[src/rtl/regfile_writeback.sv]
// Register-file writeback controller: merges pipeline writes with queued mult/div results,
// tracks pending mult/div destinations, and resolves read data. Optional macro: WB_FORWARD_EN.
module regfile_writeback #(
  parameter int DEPTH        = 4,
  parameter int STARVE_LIMIT = 8,
  parameter int DATA_W       = 32,
  parameter int ADDR_W       = 5
) (
  input  logic                       clock,
  input  logic                       ctrl_reset_n,
  input  logic                       pipe_we,
  input  logic [ADDR_W-1:0]          pipe_rd,
  input  logic [DATA_W-1:0]          pipe_data,
  output logic                       pipe_stall,
  input  logic                       md_issue,
  input  logic [ADDR_W-1:0]          md_issue_rd,
  input  logic                       md_valid,
  input  logic [ADDR_W-1:0]          md_rd,
  input  logic [DATA_W-1:0]          md_data,
  output logic                       md_ready,
  output logic                       ctrl_writeEnable,
  output logic [ADDR_W-1:0]          ctrl_writeReg,
  output logic [DATA_W-1:0]          data_writeReg,
  input  logic [ADDR_W-1:0]          ctrl_readRegA,
  input  logic [ADDR_W-1:0]          ctrl_readRegB,
  input  logic [DATA_W-1:0]          raw_readRegA,
  input  logic [DATA_W-1:0]          raw_readRegB,
  output logic [DATA_W-1:0]          data_readRegA,
  output logic [DATA_W-1:0]          data_readRegB,
  output logic                       busyA,
  output logic                       busyB,
  output logic [$clog2(DEPTH):0]     queue_count,
  output logic                       err_drop
);

  localparam int PTR_W    = $clog2(DEPTH);
  localparam int CNT_W    = PTR_W + 1;
  localparam int STARVE_W = $clog2(STARVE_LIMIT + 1);
  localparam int NREG     = 1 << ADDR_W;

  logic [ADDR_W-1:0] qRd   [DEPTH];
  logic [DATA_W-1:0] qData [DEPTH];
  logic [PTR_W-1:0]  wrPtr;
  logic [PTR_W-1:0]  rdPtr;
  logic [STARVE_W-1:0] starveCnt;
  logic [NREG-1:0]   busy;
  logic [NREG-1:0]   busyNext;

  logic notEmpty;
  logic push;
  logic popStall;
  logic pipeWrite;
  logic popIdle;
  logic pop;
  logic pipeLive;
  logic [ADDR_W-1:0] headRd;
  logic [DATA_W-1:0] headData;

  assign notEmpty   = (queue_count != '0);
  assign md_ready   = (queue_count < CNT_W'(DEPTH));
  assign push       = md_valid && md_ready;
  assign pipe_stall = (starveCnt == STARVE_W'(STARVE_LIMIT)) && notEmpty;
  assign pipeLive   = pipe_we && (pipe_rd != '0);
  assign headRd     = qRd[rdPtr];
  assign headData   = qData[rdPtr];

  // Priority: a starved queue head beats the pipeline, otherwise the pipeline wins.
  assign popStall  = pipe_stall;
  assign pipeWrite = !popStall && pipeLive;
  assign popIdle   = !popStall && !pipeLive && notEmpty;
  assign pop       = popStall || popIdle;

  always_ff @(posedge clock) begin
    if (push) begin
      qRd[wrPtr]   <= md_rd;
      qData[wrPtr] <= md_data;
    end
  end

  always_ff @(posedge clock or negedge ctrl_reset_n) begin
    if (!ctrl_reset_n) begin
      wrPtr       <= '0;
      rdPtr       <= '0;
      queue_count <= '0;
    end else begin
      if (push) wrPtr <= wrPtr + PTR_W'(1);
      if (pop)  rdPtr <= rdPtr + PTR_W'(1);
      case ({push, pop})
        2'b10:   queue_count <= queue_count + CNT_W'(1);
        2'b01:   queue_count <= queue_count - CNT_W'(1);
        default: queue_count <= queue_count;
      endcase
    end
  end

  always_ff @(posedge clock or negedge ctrl_reset_n) begin
    if (!ctrl_reset_n) begin
      starveCnt <= '0;
    end else if (!notEmpty || pop) begin
      starveCnt <= '0;
    end else if (starveCnt != STARVE_W'(STARVE_LIMIT)) begin
      starveCnt <= starveCnt + STARVE_W'(1);
    end
  end

  always_ff @(posedge clock or negedge ctrl_reset_n) begin
    if (!ctrl_reset_n) begin
      ctrl_writeEnable <= 1'b0;
      ctrl_writeReg    <= '0;
      data_writeReg    <= '0;
      err_drop         <= 1'b0;
    end else begin
      if (pop) begin
        // Head entries aimed at r0 are retired without a write strobe.
        ctrl_writeEnable <= (headRd != '0);
        ctrl_writeReg    <= headRd;
        data_writeReg    <= headData;
      end else if (pipeWrite) begin
        ctrl_writeEnable <= 1'b1;
        ctrl_writeReg    <= pipe_rd;
        data_writeReg    <= pipe_data;
      end else begin
        ctrl_writeEnable <= 1'b0;
      end
      if (popStall && pipeLive) err_drop <= 1'b1;
    end
  end

  always_comb begin
    busyNext = busy;
    if (pop) busyNext[headRd] = 1'b0;
    if (md_issue) busyNext[md_issue_rd] = 1'b1;
    busyNext[0] = 1'b0;
  end

  always_ff @(posedge clock or negedge ctrl_reset_n) begin
    if (!ctrl_reset_n) busy <= '0;
    else               busy <= busyNext;
  end

  assign busyA = busy[ctrl_readRegA];
  assign busyB = busy[ctrl_readRegB];

`ifdef WB_FORWARD_EN
  // The register file floats its read port on a same-cycle write/read collision.
  always_comb begin
    data_readRegA = raw_readRegA;
    if (ctrl_readRegA == '0)
      data_readRegA = '0;
    else if (ctrl_writeEnable && (ctrl_writeReg == ctrl_readRegA))
      data_readRegA = data_writeReg;
  end

  always_comb begin
    data_readRegB = raw_readRegB;
    if (ctrl_readRegB == '0)
      data_readRegB = '0;
    else if (ctrl_writeEnable && (ctrl_writeReg == ctrl_readRegB))
      data_readRegB = data_writeReg;
  end
`else
  assign data_readRegA = raw_readRegA;
  assign data_readRegB = raw_readRegB;
`endif

endmodule

[config.mk]
export PLATFORM = sky130hd
export DESIGN_NAME = regfile_writeback
export DESIGN_NICKNAME = d
export VERILOG_FILES = /design/src/rtl/regfile_writeback.sv
export SDC_FILE = /design/constraint.sdc
export NUM_CORES = 1
export LEC_CHECK = 0
export CAP_MARGIN = 40
export CORE_MARGIN = 2
export CORE_UTILIZATION = 40
export CTS_CLUSTER_SIZE = 40
export DETAILED_ROUTE_END_ITERATION = 6
export GPL_TIMING_DRIVEN = 0
export PLACE_DENSITY_LB_ADDON = 0.08
export SYNTH_ARGS = -nofsm -noshare
export SYNTH_HDL_FRONTEND = slang
export SYNTH_SLANG_ARGS = --single-unit
export TNS_END_PERCENT = 1
[constraint.sdc]
create_clock -name clock -period 6.9 [get_ports clock]
set_clock_uncertainty 0.2 [all_clocks]
set_input_delay 1.035 -clock clock [delete_from_list [all_inputs] [get_ports clock]]
set_output_delay 1.035 -clock clock [all_outputs]
set_load 0.01 [all_outputs]
==> impl_metrics.toml <==
[clock_tree]
ctsHoldBuffers = 0
cts_resized = 0
htreeDepth = 1
cts_tree = "yes"
clk_path_buf_depth = 3
cts_sinks = 229
clkLatencyLatePin_ps = 510
post-cts-setup-buffers = 0
cts_buffers = 25
clockRootBuffer = "clkbuf_16"
cts.clk_slew.worst_paths_ps = 60

[sta]
drv_slew = 0
hold_ws_ps = 220
period_needed_ps = 4630
timing.setup.tns_ps = 0
max_freq_ghz = 0.216
setup_viol = 0
slew_headroom_pct = 49.1
worst_slew_pin_slew_ps = 758
period_share_pct = 67.1
finalHoldViolations = 0
rsz0062_at_grt = "false"

[yosys]
ys_warn_count = 0
synth_seq_cells = 229
yosys.area_share.adder_pct = 1.05
synth_edf_count = 148
seq_area_frac_synth_pct = 63.1
synth_compound_area_share_pct = 6.51
synthArstFlopShare_pct = 35.4
syn_area_mm2 = 0.0103
synth_top_family_by_area = "multiplexers"
ys_types = 49
synthXorXnorAreaFrac_pct = 0.683
dominantRegCellSynth = "edfxtp_1"
synth.avg_cell_area_um2 = 14.3
synthMuxAreaShare_pct = 11.7
synthesis.nets = 884
synthSimpleGateAreaFrac_pct = 10.0
syn_inst = 718

[global_route]
antenna_found_initial = 1
track_usage_pct = 19.7
grt_max_degree = 63
grt-ovfl-total = 0
grt_first_pass_wirelength_mm = 40.4
grt_pass1_vias = 7217

[worst_setup_path]
endpoint_kind = "output port"
arrival_ps = 3390
crit_fanout = 9
worst-endpoint-required_ps = 5660
path_class = "input port to output port"
cp-start-kind = "input port"

[layout]
drive_above_1_share_pct = 19.2
synthToLayoutAreaGrowth_pct = 32.0
nets = 1114
finish.instance_area_mm2 = 0.0135

[floorplanning]
dieArea_mm2 = 0.0269
start_util_pct = 40.7
placementRows = 58
design.core.area_mm2 = 0.0252
die-width_um = 164
io_pins = 268
fp.dieH_um = 164

[status]
status = "finished clean"

[placed_design]
finalWeightedCongestion = 0.823
place_area_mm2 = 0.0128
post-dp-hpwl_mm = 18.7
numPortBuffers = 197

[route]
antenna_left = 0
via_count = 7075
drt_iter0_markers = 486
viasPerCell = 5.46
wl_per_cell_um = 20.7
routed_wl_mm = 26.9
drc = 0
first_pass_iters = 5

[flow_run]
maxCapViolations = 0

[power_and_ir_drop]
power_density_mw_per_mm2 = 368
p_leak_uw = 0.00484
ir_worst_vdd_mv = 0.230

[min_path]
hp-class = "input port to async pin"
layout by cell type (no fill, tap or decap), drive strengths merged, types with 3 or more instances in the layout:
master / count
a21oi: 14
a31oi: 11
and2: 4
buf: 85
clkbuf: 59
clkdlybuf4s50: 196
clkinv: 8
dfrtp: 81
edfxtp: 148
ha: 7
inv: 12
mux2: 3
mux4: 51
nand2: 6
nand2b: 3
nand3: 7
nand3b: 9
nand4: 4
nor2: 103
nor2b: 6
nor3: 52
o21ai: 10
o32ai: 37
o41ai: 8
or3b: 4
or4: 3
xnor2: 5
xor2: 3
cells in the mapped netlist (8+ instances only):
| library cell | number | area [um^2] |
|---|---|---|
| clkbuf_1 | 27 | 101 |
| o41ai_1 | 8 | 70.1 |
| buf_2 | 11 | 55.1 |
| edfxtp_1 | 148 | 4440 |
| a31oi_1 | 11 | 68.8 |
| buf_4 | 64 | 480 |
| inv_1 | 12 | 45.0 |
| o32ai_1 | 37 | 324 |
| nor3_1 | 49 | 245 |
| a21oi_1 | 14 | 70.1 |
| nor2_1 | 102 | 383 |
| nand3b_1 | 9 | 67.6 |
| mux4_2 | 51 | 1150 |
| dfrtp_1 | 81 | 2030 |
kinds of logic (layout without fill, tap and decap cells):
logic type / after synthesis / in the layout
buffers and inverters: 117 / 364
other: 0 / 1
multiplexers: 56 / 56
XOR/XNOR: 8 / 8
adder cells (fa/ha/maj): 8 / 8
flip-flops: 229 / 229
AO/OA/AOI/OAI: 90 / 90
AND/OR/NAND/NOR: 210 / 210
power by group:
| group | leakage (uW) | internal [uW] | switching (uW) |
|---|---|---|---|
| Clock | 0.000379 | 758 | 514 |
| Combinational | 0.00217 | 840 | 890 |
| Sequential | 0.00230 | 1800 | 172 |
flip-flops by register name, indices dropped and copies added (netlist names):
| register | flops |
|---|---|
| ctrl_writeReg | 5 |
| ctrl_writeEnable | 1 |
| data_writeReg | 32 |
| queue_count | 3 |
| starveCnt | 4 |
| rdPtr | 2 |
| qRd | 20 |
| busy | 31 |
| wrPtr | 2 |
| err_drop | 1 |
| qData | 128 |
layout make-up:
cell class / count / area, um^2
Antenna cell: 1 / 2.50
Buffer: 105 / 663
Clock buffer: 32 / 672
Clock inverter: 12 / 110
Fill cell: 2121 / 11600
Inverter: 12 / 45.0
Multi-Input combinational cell: 372 / 3080
Sequential cell: 229 / 6470
Tap cell: 330 / 413
Timing Repair Buffer: 203 / 2080
routing by layer:
metal / track usage [%] / wire [um] / vias up
met2: 33.7 / 13200 / 311
met4: 4.31 / 393 / 2
li1: - / - / 3176
met5: 0 / 13 / -
met3: 3.81 / 2110 / 38
met1: 26.3 / 11100 / 3548
metrics by stage:
stage | total power (uW) | worst slack, ps | utilization (%) | cells
global placement | 3670 | 1420 | 50.2 | 1245
detailed placement | 3750 | 2290 | 50.7 | 1251
CTS | 5030 | 2290 | 53.8 | 1295
floorplan | 3010 | 3080 | - | 718
global route | 5250 | 2180 | 53.8 | 1295
finish | 4980 | 2270 | 53.8 | 1296
final timing paths:
check,startpoint,cells after the start,slack (ps),to
setup / recovery,ctrl_readRegA[1],6,2270,busyA
min in group clock,err_drop,1,260,err_drop
hold / removal,ctrl_reset_n,1,220,busy[23]
setup reg to reg,queue_count[0],7,3950,queue_count[1]
hold reg to reg,err_drop,1,260,err_drop
max in group asynchronous,ctrl_reset_n,2,5640,data_writeReg[17]
worst max-delay path, cell delays in order:
cell and delay [ps]:
clkbuf_1 510, mux2_2 410, a221oi_1 290, a2111oi_0 120
or4_1 540, clkdlybuf4s50_1 490
No activity file was read; power rests on OpenSTA's default activity.
